===== src/rtl/tioe1_pkg.sv =====
`default_nettype none
// ============================================================================
//  Module   : tioe1_pkg
//  Brief    : Shared definitions for the truth-table sweeper: FSM state
//             encoding, default input count, table and counter widths.
//  Revision : 1.0 - initial release
// ============================================================================
package tioe1_pkg;

    // Default number of inputs of the function block (A,B,C,D)
    localparam int unsigned N_IN_DEF = 4;

    // Truth table width for the default input count
    localparam int unsigned TABLE_W  = 2**N_IN_DEF;

    // Settle counter width; covers the legal settle range 0..15
    localparam int unsigned CNT_W    = 4;

    // Sweep sequencer states
    typedef enum logic [1:0] {
        ST_IDLE   = 2'd0,
        ST_SETTLE = 2'd1,
        ST_SAMPLE = 2'd2,
        ST_FINISH = 2'd3
    } sweep_state_e;

endpackage : tioe1_pkg
`default_nettype wire


===== src/rtl/sweep_settle_cnt.sv =====
`default_nettype none
// ============================================================================
//  Module   : sweep_settle_cnt
//  Brief    : Loadable down-counter with a terminal flag. The flag marks the
//             last wait cycle (count == 1) so the sequencer can leave its
//             wait state on that same edge.
//  Revision : 1.0 - initial release
// ============================================================================
module sweep_settle_cnt
    import tioe1_pkg::*;
#(
    parameter int unsigned CNT_WIDTH = CNT_W
) (
    input  logic                 clk,
    input  logic                 rst,
    input  logic                 load,
    input  logic [CNT_WIDTH-1:0] load_val,
    input  logic                 dec,
    output logic                 at_one
);

    localparam logic [CNT_WIDTH-1:0] c_one  = CNT_WIDTH'(1);
    localparam logic [CNT_WIDTH-1:0] c_zero = '0;

    logic [CNT_WIDTH-1:0] r_count;

    // Load has priority over decrement; the count never wraps below zero
    always_ff @(posedge clk) begin
        if (rst) begin
            r_count <= c_zero;
        end else if (load) begin
            r_count <= load_val;
        end else if (dec && (r_count != c_zero)) begin
            r_count <= r_count - c_one;
        end
    end

    assign at_one = (r_count == c_one);

endmodule : sweep_settle_cnt
`default_nettype wire


===== src/rtl/tioe1_sweeper.sv =====
`default_nettype none
// ============================================================================
//  Module   : tioe1_sweeper
//  Brief    : Clocked stimulus/capture stage for a combinational function
//             block. Walks in_vec through every input combination in
//             ascending order, waits SETTLE cycles per combination, samples
//             F, and reports the captured truth table, its minterm count and
//             a compare against an expected table.
//  Revision : 1.0 - initial release
// ============================================================================
module tioe1_sweeper
    import tioe1_pkg::*;
#(
    parameter int unsigned N_IN   = N_IN_DEF,
    parameter int unsigned SETTLE = 1
) (
    input  logic                 clk,
    input  logic                 rst,
    input  logic                 start,
    input  logic                 f_in,
    input  logic [2**N_IN-1:0]   exp_table,
    output logic [N_IN-1:0]      in_vec,
    output logic                 busy,
    output logic                 done,
    output logic [2**N_IN-1:0]   table_out,
    output logic [N_IN:0]        ones_cnt,
    output logic                 match
);

    localparam logic [N_IN-1:0]  c_idx_last = '1;
    localparam logic [N_IN-1:0]  c_idx_one  = N_IN'(1);
    localparam logic [N_IN:0]    c_cnt_one  = (N_IN+1)'(1);
    localparam logic [CNT_W-1:0] c_settle   = CNT_W'(SETTLE);
    localparam bit               c_no_wait  = (SETTLE == 0);

    sweep_state_e          r_state;
    logic [N_IN-1:0]       r_idx;
    logic [2**N_IN-1:0]    w_table_next;
    logic                  w_cnt_load;
    logic                  w_cnt_dec;
    logic                  w_cnt_at_one;
    logic                  w_last;

    assign w_last = (r_idx == c_idx_last);

    // Table as it will look after the current sample; lets match be
    // computed on the same edge that captures the final bit
    always_comb begin
        w_table_next        = table_out;
        w_table_next[r_idx] = f_in;
    end

    // Reload the wait on sweep start and whenever a new combination begins
    assign w_cnt_load = ((r_state == ST_IDLE) && start) ||
                        ((r_state == ST_SAMPLE) && !w_last);
    assign w_cnt_dec  = (r_state == ST_SETTLE);

    sweep_settle_cnt #(
        .CNT_WIDTH (CNT_W)
    ) u_settle_cnt (
        .clk      (clk),
        .rst      (rst),
        .load     (w_cnt_load),
        .load_val (c_settle),
        .dec      (w_cnt_dec),
        .at_one   (w_cnt_at_one)
    );

    // idx is the applied combination; it returns to 0 when the sweep ends
    assign in_vec = r_idx;

    // Sweep sequencer with registered status and result outputs
    always_ff @(posedge clk) begin
        if (rst) begin
            r_state   <= ST_IDLE;
            r_idx     <= '0;
            busy      <= 1'b0;
            done      <= 1'b0;
            table_out <= '0;
            ones_cnt  <= '0;
            match     <= 1'b0;
        end else begin
            done <= 1'b0;
            case (r_state)
                ST_IDLE: begin
                    if (start) begin
                        table_out <= '0;
                        ones_cnt  <= '0;
                        match     <= 1'b0;
                        r_idx     <= '0;
                        busy      <= 1'b1;
                        r_state   <= c_no_wait ? ST_SAMPLE : ST_SETTLE;
                    end
                end
                ST_SETTLE: begin
                    if (w_cnt_at_one) begin
                        r_state <= ST_SAMPLE;
                    end
                end
                ST_SAMPLE: begin
                    table_out <= w_table_next;
                    if (f_in) begin
                        ones_cnt <= ones_cnt + c_cnt_one;
                    end
                    if (w_last) begin
                        done    <= 1'b1;
                        match   <= (w_table_next == exp_table);
                        r_state <= ST_FINISH;
                    end else begin
                        r_idx   <= r_idx + c_idx_one;
                        r_state <= c_no_wait ? ST_SAMPLE : ST_SETTLE;
                    end
                end
                ST_FINISH: begin
                    busy    <= 1'b0;
                    r_idx   <= '0;
                    r_state <= ST_IDLE;
                end
                default: begin
                    r_state <= ST_IDLE;
                end
            endcase
        end
    end

endmodule : tioe1_sweeper
`default_nettype wire


===== config.mk =====
export PLATFORM = sky130hd
export DESIGN_NAME = tioe1_sweeper
export DESIGN_NICKNAME = d
export VERILOG_FILES = /design/src/rtl/tioe1_pkg.sv /design/src/rtl/sweep_settle_cnt.sv /design/src/rtl/tioe1_sweeper.sv
export SDC_FILE = /design/constraint.sdc
export NUM_CORES = 1
export LEC_CHECK = 0
export BUFFER_PORTS_ARGS = -buffer_cell sky130_fd_sc_hd__buf_4
export CORE_MARGIN = 5
export CORE_UTILIZATION = 50
export DETAILED_ROUTE_END_ITERATION = 10
export PLACE_DENSITY = 0.71
export REMOVE_ABC_BUFFERS = 1
export SYNTH_ARGS = -nofsm -noshare
export SYNTH_HDL_FRONTEND = slang
export SYNTH_HIERARCHICAL = 1
export SYNTH_SLANG_ARGS = --single-unit

===== constraint.sdc =====
create_clock -name clk -period 2.7 [get_ports clk]
set_input_delay 0.27 -clock clk [delete_from_list [all_inputs] [get_ports clk]]
set_output_delay 0.27 -clock clk [all_outputs]
set_load 0.05 [all_outputs]

# Word level (Yosys, flattened, before mapping)
# Cells that the tools add are included.
word_totals:
  reg_bits: 34
  out_inout_bits: 28
classes:
  n_reduce_logical: 20
  order_cmp: 2
  bitwise: 1
  n_mux: 23
  n_addsub: 3
  eq_ne: 11
op_table:
  columns: ["cell", "count"]
  rows:
  - ["$pmux W16 S2", 1]
  - ["$bwmux W16", 1]
  - ["$eq A16 B16 Y1", 1]
  - ["$mux W16", 1]
  - ["$pmux W4 S3", 1]
  - ["$mux W5", 2]
  - ["$ne A2 B2 Y1 const B", 5]
  - ["$pmux W5 S2", 1]
  - ["$reduce_and A3 Y1", 3]
  - ["$mux W4", 2]
  - ["$pmux W2 S4", 1]
  - ["$mux W1", 7]
  - ["$mux W2", 3]
  - ["$reduce_and A2 Y1", 3]
  - ["$reduce_bool A2 Y1", 3]
  - ["$add A5 B1 Y5 const B", 1]
  - ["$lt A4 B5 Y1 const B", 1]
  - ["$add A4 B1 Y4 const B", 1]
  - ["$demux W1 S4", 1]
  - ["$eq A2 B2 Y1 const B", 2]
  - ["$eq A4 B1 Y1 const B", 1]
  - ["$eq A4 B4 Y1 const B", 1]
  - ["$ge A4 B1 Y1 const B", 1]
  - ["$logic_and A1 B1 Y1", 4]
  - ["other kinds (10)", 12]

# Depth between registers and ports, before layout
# Gate-level depths: netlist of the first run.
logic_depth:
  word_depth: 8
  ltp_mapped: 10
  mapped_depth_nobuf: 8

# Modules after synthesis
# The synthesis of the first run kept the hierarchy.
modules_own_cells:
  columns: ["mod", "area_each_um2", "instances", "seq_area_each_um2", "cells_per_inst"]
  rows:
  - ["tioe1_sweeper", 1894.3, 1, 600.6, 239]
  - ["sweep_settle_cnt", 286.5, 1, 80.1, 33]

# Worst setup path after synthesis of the first run
# OpenSTA, ideal clock, no wires.
synth_path:
  path_kind: "flip-flop to flip-flop"
  start: "register r_idx[0] (netlist: in_vec[0])"
  end: "register match"
  arrival_ps: 2298
  stages_incl_launch_ff: 11
  path_slack_ps: 333
  required_ps: 2631
  cell_sequence: "dfxtp_1 > inv_1 > ha_1 > buf_4 > and3_1 > buf_4 > a211oi_1 > o22ai_1 > nor4_2 > nand4_1 > o21ai_1"
synth_via:
  elab_chain_cells: 8
  elab_cells_between_ends: 12
synth_lines:
  columns: ["item", "line_no", "text"]
  rows:
  - ["start, declared", "tioe1_sweeper.sv:37", "logic [N_IN-1:0] r_idx;"]
  - ["start signal, assigned", "tioe1_sweeper.sv:110", "r_idx <= r_idx + c_idx_one;"]
  - ["$lt A4 B5 Y1 (not written as such) / $ge A4 B1 Y1 (equally long branches)", "tioe1_sweeper.sv:50", "w_table_next[r_idx] = f_in;"]
  - ["$logic_and A1 B1 Y1 (not written as such)", "tioe1_sweeper.sv:50", null]
  - ["$mux W1 (not written as such)", "tioe1_sweeper.sv:50", null]
  - ["$demux W1 S4", "tioe1_sweeper.sv:50", null]
  - ["$bwmux W16", "tioe1_sweeper.sv:50", null]
  - ["$eq A16 B16 Y1", "tioe1_sweeper.sv:107", "match <= (w_table_next == exp_table);"]
  - ["$mux W1", "tioe1_sweeper.sv:105", "if (w_last) begin"]
  - ["$pmux W1 S2", "tioe1_sweeper.sv:84", "case (r_state)"]
  - ["end signal, assigned", "tioe1_sweeper.sv:107", null]
  - ["end, declared", "tioe1_sweeper.sv:27", "output logic match"]
# Several ways; a longest one is shown, not always the timed one. The select of a mux whose other input is x is not followed.
# A chain may end at the register's enable or synchronous reset.

# Worst setup path after layout of the first run
# Same ends and word-level chain as after synthesis.

==> qor.log, run 1 <==
INFO  yosys          async_set_or_reset_register_ratio_after_synthesis=0%
INFO  yosys          synth_ff_type=sky130_fd_sc_hd__dfxtp_1
INFO  cells_and_area area.growth.synth_to_final=20.4%
INFO  min_path       hold_path.class=in2reg
INFO  floorplan      initial_standard_cell_utilization_of_the_core=50.8%
INFO  sta            finClkSkew=0.00345ns
INFO  cells_and_area number_of_nets_in_the_layout=341
INFO  placement      buffer_ports.inserted=47
INFO  cts            clk_latency=0.28ns
INFO  sta            timing.max_slew.rel_slack=58.3%
INFO  cts            clk_pin_slew_worst_paths=0.07ns
INFO  yosys          seq_area_frac_synth=31.2%
INFO  cts            cts_buffer_depth=2
INFO  cts            holdBufCountCts=0
INFO  routing        first_iter_violations=91
INFO  cells_and_area fin_cells=364
INFO  global_route   grt_pass1_vias=1844
INFO  floorplan      design.die.area=5780µm²
INFO  cells_and_area drive_above_1_share=20.5%
INFO  sta            maxClockFrequency=449MHz
INFO  routing        wire_per_inst=14.6µm
INFO  cells_and_area antenna-diode-count=0
INFO  yosys          yosysUniqueCellTypes=42
INFO  floorplan      core=4290µm²
INFO  cells_and_area seq_cell_area=681µm²
INFO  critical_path  timing.setup.critical_path_class=reg2reg
INFO  critical_path  worst_ep_required_time=2.92ns
INFO  yosys          synth.area.top_cells=sky130_fd_sc_hd__dfxtp_1, sky130_fd_sc_hd__mux2i_1, sky130_fd_sc_hd__a21oi_1
INFO  floorplan      placement_rows=24
INFO  power          power_density=395nW/µm²
INFO  global_route   first_pass_grt_wire_length=8820µm
INFO  cts            cts_tree=built
INFO  critical_path  setup.worst_path.end_class=flip-flop
INFO  cts            cts_post_setup_buffers_inserted=0
INFO  yosys          avgSynthCellArea=8.02µm²
INFO  sta            finalHoldViolCount=0
INFO  power          p_leak=0.00109µW
INFO  cells_and_area multi_input_area=1370µm²
INFO  global_route   grt.overflow.total=0
INFO  global_route   grt_start_max_net_pins=35
INFO  run_status     outcome=finished clean
INFO  sta            setup_total_negative_slack=0ns
INFO  cells_and_area filler_cell_count=411
INFO  cells_and_area fin_util=61.1%
INFO  floorplan      die_x=76.0µm
INFO  yosys          number_of_enable_type_register_cells_in_the_synthesized_netlist=0
INFO  critical_path  critical_path.startpoint_type=flip-flop
INFO  sta            grt_setup_unrepaired=false
INFO  routing        viasPerCell=5.48
INFO  yosys          ys_warn_count=6
INFO  sta            finalCriticalPeriod=2.23ns
INFO  floorplan      design.portCount=48
INFO  global_route   groute.usage.overall=18.0%
INFO  cts            clkSinkCount=34
INFO  cts            cts_made_buffers=5
INFO  placement      placed_instances=357
INFO  critical_path  crit_arrival=2.45ns
INFO  routing        detailedRoute.firstPassIterationCount=4
INFO  cts            cts.root.buffer_cell=sky130_fd_sc_hd__clkbuf_8
INFO  routing        detailroute.via_count=1996
INFO  sta            setup_viol_count_final=0
INFO  yosys          synthDominantCellAreaShare=31.2%
INFO  routing        detail-route-antenna-nets=0
INFO  cts            cts_resized=0
INFO  cts            clock_tree.htree_level_count=2
INFO  routing        post-route-drc-count=0
INFO  sta            final_clock_period_utilization_by_the_worst_path=82.5%
INFO  critical_path  cp_max_fo=10
INFO  yosys          synthDominantAreaCellType=sky130_fd_sc_hd__dfxtp_1
INFO  job            max_cap_violations=0
INFO  sta            slew_violations=0
INFO  routing        postRouteWirelength=5310µm
INFO  placement      final_estimated_routing_congestion_in_global_placement=0.847
INFO  sta            tightestPinTransition=0.625ns
INFO  yosys          yosys_register_bits=34
INFO  placement      place_hpwl=3720µm
INFO  yosys          post_synth_instance_area=2180µm²
INFO  global_route   grt_antenna_before_repair=0
INFO  floorplan      die-height=76.0µm
INFO  power          ir_worst_vdd=0.288mV
INFO  yosys          synthCells=272
[worst max-delay path, cell delays in order (launching register included)]
cell and delay, ns:
sky130_fd_sc_hd__dfxtp_1 0.48, sky130_fd_sc_hd__ha_1 0.42, sky130_fd_sc_hd__nor3b_1 0.41, sky130_fd_sc_hd__mux2i_1 0.27, sky130_fd_sc_hd__xnor2_1 0.08, sky130_fd_sc_hd__nor4_1 0.25
sky130_fd_sc_hd__nand4_1 0.13, sky130_fd_sc_hd__o21ai_1 0.12
[registers in the layout (all words and copies together), names as in the netlist]
register	count
busy	1
done	1
in_vec	4
match	1
ones_cnt	5
r_state	2
table_out	16
u_settle_cnt/r_count	4
[cells by family (layout without fill, tap and decap cells)]
logic type	after synthesis	after routing	share of synthesized area, %
simple gates	95	95	23.9
flops	34	34	31.2
xor+xnor	19	19	7.63
buf+inv	31	69	6.25
other cells	2	4	0.344
mux	16	16	7.34
fa+ha+maj	9	9	5.16
compound gates	66	66	18.1
[per-layer routing]
metal	routed length, µm	vias up	GRT usage [%]
li1	-	1036	-
met1	2510	907	24.5
met2	2440	44	27.3
met3	300	9	5.91
met4	58	0	4.45
met5	0	-	0
[per-stage QoR]
stage,setup slack [ns],total power (µW),area (µm²),hold WS (ns)
2_1_floorplan,0.246,629,2090,0.339
3_3_place_gp,0.507,692,2550,0.451
3_5_place_dp,0.500,694,2550,0.459
4_1_cts,0.470,1050,2630,0.283
5_1_grt,0.189,1100,2630,0.294
6_report,0.473,1040,2630,0.286
[layout make-up]
cell class	count	share of cell area (%)
Sequential cell	34	25.9
Tap cell	52	2.48
Multi-Input combinational cell	209	52.2
Timing Repair Buffer	53	15.2
Inverter	9	1.29
Clock buffer	7	2.91
[cells in the mapped netlist, types with 2 or more instances]
| cell | number |
|---|---|
| sky130_fd_sc_hd__xnor2_1 | 10 |
| sky130_fd_sc_hd__inv_1 | 9 |
| sky130_fd_sc_hd__nand3b_1 | 4 |
| sky130_fd_sc_hd__nand2b_1 | 3 |
| sky130_fd_sc_hd__nand3_1 | 11 |
| sky130_fd_sc_hd__buf_4 | 3 |
| sky130_fd_sc_hd__nor2_1 | 23 |
| sky130_fd_sc_hd__and3_1 | 4 |
| sky130_fd_sc_hd__dfxtp_1 | 34 |
| sky130_fd_sc_hd__or2_2 | 2 |
| sky130_fd_sc_hd__nor3b_1 | 7 |
| sky130_fd_sc_hd__nand2_1 | 14 |
| sky130_fd_sc_hd__o21ai_0 | 17 |
| sky130_fd_sc_hd__nor2b_1 | 7 |
| sky130_fd_sc_hd__nor4bb_1 | 2 |
| sky130_fd_sc_hd__a2111oi_2 | 2 |
| sky130_fd_sc_hd__mux2i_1 | 16 |
| sky130_fd_sc_hd__clkbuf_1 | 12 |
| sky130_fd_sc_hd__a21oi_1 | 30 |
| sky130_fd_sc_hd__ha_1 | 9 |
| sky130_fd_sc_hd__a211oi_1 | 4 |
| sky130_fd_sc_hd__nand4_1 | 5 |
| sky130_fd_sc_hd__buf_2 | 7 |
| sky130_fd_sc_hd__nor3_1 | 5 |
| sky130_fd_sc_hd__conb_1 | 2 |
| sky130_fd_sc_hd__xor2_1 | 9 |
| sky130_fd_sc_hd__a22oi_1 | 5 |
| sky130_fd_sc_hd__nor4_1 | 2 |
[cells in the final DEF (no fill, tap or decap), types with 3 or more instances in the layout]
master,Yosys,routed
sky130_fd_sc_hd__buf_4,3,53
sky130_fd_sc_hd__dfxtp_1,34,34
sky130_fd_sc_hd__a21oi_1,30,30
sky130_fd_sc_hd__nor2_1,23,23
sky130_fd_sc_hd__o21ai_0,17,17
sky130_fd_sc_hd__mux2i_1,16,16
sky130_fd_sc_hd__nand2_1,14,14
sky130_fd_sc_hd__nand3_1,11,11
sky130_fd_sc_hd__xnor2_1,10,10
sky130_fd_sc_hd__inv_1,9,9
sky130_fd_sc_hd__xor2_1,9,9
sky130_fd_sc_hd__ha_1,9,9
sky130_fd_sc_hd__nor2b_1,7,7
sky130_fd_sc_hd__nor3b_1,7,7
sky130_fd_sc_hd__a22oi_1,5,5
sky130_fd_sc_hd__nand4_1,5,5
sky130_fd_sc_hd__nor3_1,5,5
sky130_fd_sc_hd__clkbuf_8,0,5
sky130_fd_sc_hd__and3_1,4,4
sky130_fd_sc_hd__a211oi_1,4,4
sky130_fd_sc_hd__nand3b_1,4,4
sky130_fd_sc_hd__conb_1,2,4
sky130_fd_sc_hd__nand2b_1,3,3
[power by group]
part           switching [µW]  leakage [µW]  internal, µW  total (µW)
Combinational            88.4      0.000776          69.1         158
Clock                     177     0.0000383           178         354
Sequential               13.4      0.000275           513         526
[worst paths after layout]
check / from / end / slack, ns / depth (start not counted)
max: in_vec[0] / match / 0.47 / 7
min: exp_table[12] / match / 0.29 / 4
max reg2reg: in_vec[0] / match / 0.47 / 7
min reg2reg: match / match / 0.46 / 2
No activity file was read; power rests on OpenSTA's default activity.
==> inputs of run 2 (changes only) <==
--- a/config.mk
+++ b/config.mk
@@ -5,6 +5,7 @@
 export SDC_FILE = /design/constraint.sdc
 export NUM_CORES = 1
 export LEC_CHECK = 0
+export ABC_AREA = 1
 export BUFFER_PORTS_ARGS = -buffer_cell sky130_fd_sc_hd__buf_4
 export CORE_MARGIN = 5
 export CORE_UTILIZATION = 50
==> constraint.sdc (replaced) <==
create_clock -name clk -period 2.1 [get_ports clk]
set_input_delay 0.21 -clock clk [delete_from_list [all_inputs] [get_ports clk]]
set_output_delay 0.21 -clock clk [all_outputs]
set_load 0.05 [all_outputs]
==> run 2 against run 1 <==
Hold slack better by 0.0074 ns; sequential share of layout area is 2.4 points lower; die area grew 9.1%; final area is 10% higher; wire length increased by 18%; cell count up 27%; via count increased by 25%; clock skew about the same; critical path type unchanged; largest power group is now the clock network.
==> qor.log, run 2 <==
INFO  run_status     outcome=finished clean
INFO  cts            clock_tree.htree_level_count=2
INFO  cts            cts_buffer_depth=2
INFO  cts            cts.root.buffer_cell=sky130_fd_sc_hd__clkbuf_8
INFO  yosys          synth.area.top_cells=sky130_fd_sc_hd__dfxtp_1, sky130_fd_sc_hd__nand2_1, sky130_fd_sc_hd__nand3_1
INFO  global_route   grt_pass1_vias=2256
INFO  yosys          synthTopCellsByCount=sky130_fd_sc_hd__nand2_1, sky130_fd_sc_hd__nand3_1, sky130_fd_sc_hd__inv_1
INFO  routing        viasPerCell=5.39
INFO  cells_and_area area.growth.synth_to_final=20.0%
INFO  yosys          seq_area_frac_synth=28.2%
INFO  cells_and_area largest_reg_flops=16
INFO  min_path       hold_path.class=in2reg
INFO  floorplan      design.die.area=6310µm²
INFO  sta            final_clock_period_utilization_by_the_worst_path=88.1%
INFO  yosys          async_set_or_reset_register_ratio_after_synthesis=0%
INFO  yosys          synthDominantAreaCellType=sky130_fd_sc_hd__dfxtp_1
INFO  cts            clk_latency=0.29ns
INFO  placement      detailedPlace.worstSlack=0.202ns
INFO  sta            slew_violations=0
INFO  placement      final_estimated_routing_congestion_in_global_placement=0.873
INFO  cells_and_area largest-register=table_out
INFO  global_route   first_pass_grt_wire_length=10200µm
INFO  critical_path  timing.setup.critical_path_class=reg2reg
INFO  floorplan      initial_standard_cell_utilization_of_the_core=51.4%
INFO  yosys          number_of_enable_type_register_cells_in_the_synthesized_netlist=0
INFO  routing        wire_per_inst=13.5µm
INFO  yosys          ys_warn_count=6
INFO  yosys          synthCells=364
INFO  critical_path  setup.worst_path.end_class=flip-flop
INFO  global_route   groute.usage.overall=20.4%
INFO  sta            setup_total_negative_slack=0ns
INFO  cts            cts_made_buffers=5
INFO  cells_and_area final_cell_mix=sky130_fd_sc_hd__nand2_1, sky130_fd_sc_hd__nand3_1, sky130_fd_sc_hd__buf_4
INFO  sta            postLayoutSetupSlackWorst=0.250ns
INFO  yosys          synth_ff_type=sky130_fd_sc_hd__dfxtp_1
INFO  routing        detailroute.via_count=2497
INFO  power          power_density=706nW/µm²
INFO  global_route   grt.overflow.total=0
INFO  floorplan      die-height=79.4µm
INFO  sta            grt_setup_unrepaired=false
INFO  routing        postRouteWirelength=6270µm
INFO  critical_path  cp_top_family=simple AND/OR/NAND/NOR gates
INFO  floorplan      die_x=79.4µm
INFO  routing        detailedRoute.firstPassIterationCount=5
INFO  routing        post-route-drc-count=0
INFO  sta            setup_viol_count_final=0
INFO  critical_path  cp_max_fo=11
INFO  sta            finalCriticalPeriod=1.85ns
INFO  sta            finClkSkew=0.00346ns
INFO  floorplan      design.portCount=48
INFO  routing        detail-route-antenna-nets=0
INFO  yosys          synthDominantCellAreaShare=28.2%
INFO  critical_path  critical_path.startpoint_type=flip-flop
INFO  cells_and_area largest_registers=table_out (16), ones_cnt (5)
INFO  critical_path  crit_arrival=2.09ns
INFO  critical_path  crit_path_top_delay_cell=sky130_fd_sc_hd__ha_1
INFO  yosys          most_frequent_cell_after_synthesis=sky130_fd_sc_hd__nand2_1
INFO  cells_and_area filler_cell_count=454
INFO  cts            clkSinkCount=34
INFO  critical_path  worstPathCellList=inv_1 -> ha_1 -> inv_1 -> nor2_1 -> nand2_1 -> nand3_1 -> nand2_1 -> nor2_1 -> nand2_1 -> nor2_1 -> nand3_1 -> nand2_1
INFO  job            max_cap_violations=0
INFO  cells_and_area drive_above_1_share=21.3%
INFO  floorplan      core=4690µm²
INFO  power          p_leak=0.00137µW
INFO  cts            holdBufCountCts=0
INFO  critical_path  path_common_cell=sky130_fd_sc_hd__nand2_1
INFO  cells_and_area antenna-diode-count=0
INFO  placement      place_hpwl=4590µm
INFO  routing        first_iter_violations=245
INFO  floorplan      placement_rows=25
INFO  sta            maxClockFrequency=540MHz
INFO  critical_path  worst_path_largest_cell_delay=0.42ns
INFO  global_route   grt_antenna_before_repair=0
INFO  cells_and_area layout_commonest_cell=sky130_fd_sc_hd__nand2_1
INFO  yosys          yosys_register_bits=34
INFO  power          ir_worst_vdd=0.606mV
INFO  cts            clk_pin_slew_worst_paths=0.07ns
INFO  sta            finalHoldViolCount=0
INFO  critical_path  worst_ep_required_time=2.34ns
INFO  yosys          post_synth_instance_area=2410µm²
INFO  yosys          yosysUniqueCellTypes=37
INFO  global_route   grt_start_max_net_pins=28
INFO  cells_and_area number_of_nets_in_the_layout=437
INFO  placement      buffer_ports.inserted=47
INFO  critical_path  timing.critical_path.buf_inv=2
INFO  power          report.power.total=2040µW
INFO  sta            timing.max_slew.rel_slack=53.5%
INFO  sta            tightestPinTransition=0.695ns
INFO  yosys          avgSynthCellArea=6.62µm²
INFO  cts            cts_tree=built
INFO  sta            hold_ws=0.294ns
-- run 2: tightest hold or removal path, cell delays in order --
cell,delay [ns]
sky130_fd_sc_hd__buf_4,0.08
sky130_fd_sc_hd__nand2_1,0.11
sky130_fd_sc_hd__a21oi_1,0.14
-- run 2: report_power, final --
part / switching [µW] / internal (µW) / total (µW)
clock: 259 / 507 / 766
combinational: 364 / 183 / 547
sequential: 44.7 / 684 / 728
-- run 2: worst paths after layout --
kind          startpoint     endpoint  slack [ns]  depth (start not counted)
max            in_vec[1]        match        0.25                         12
min                start         busy        0.29                          3
max reg2reg    in_vec[1]        match        0.25                         12
min reg2reg  ones_cnt[4]  ones_cnt[4]        0.47                          2
-- run 2: area by class of cell --
| class | count | area (µm²) | area share [%] |
|---|---|---|---|
| timing repair buffer | 50 | 375 | 13.0 |
| multi-input combinational | 269 | 1440 | 49.8 |
| tap | 54 | 67.6 | 2.33 |
| clock buffer | 6 | 82.6 | 2.85 |
| sequential | 34 | 681 | 23.5 |
| inverter | 48 | 185 | 6.40 |
| clock inverter | 2 | 60.1 | 2.08 |
-- run 2: timing repair --
item,CTS,global route
hold endpoints to repair,0,0
resized for setup,0,1
buffers inserted,0,0
setup endpoints to repair,0,1
-- run 2: per-layer routing --
layer	wire, µm	global-route usage (%)	vias up
li1	-	-	1261
met2	2920	34.1	103
met5	0	0	-
met3	492	4.51	10
met4	111	7.73	0
met1	2750	25.5	1123
-- run 2: metrics by stage --
stage	utilization [%]	instances	instance area [µm²]
final	61.7	463	2890
after floorplan	-	351	2310
after global placement	58.6	455	2750
after detailed placement	58.6	455	2750
after CTS	61.7	463	2890
after global routing	61.7	463	2890
-- run 2: cells by family (layout without fill, tap and decap cells) --
group / Yosys count / in the layout / share of synthesized area, %
AOI/OAI and AO/OA: 40 / 40 / 9.44
xor gates and xnor gates: 6 / 6 / 2.18
adders and majority gates: 9 / 9 / 4.67
buffers and inverters: 63 / 106 / 12.2
DFF: 34 / 34 / 28.2
other: 2 / 4 / 0.311
and+or+nand+nor: 210 / 210 / 42.9
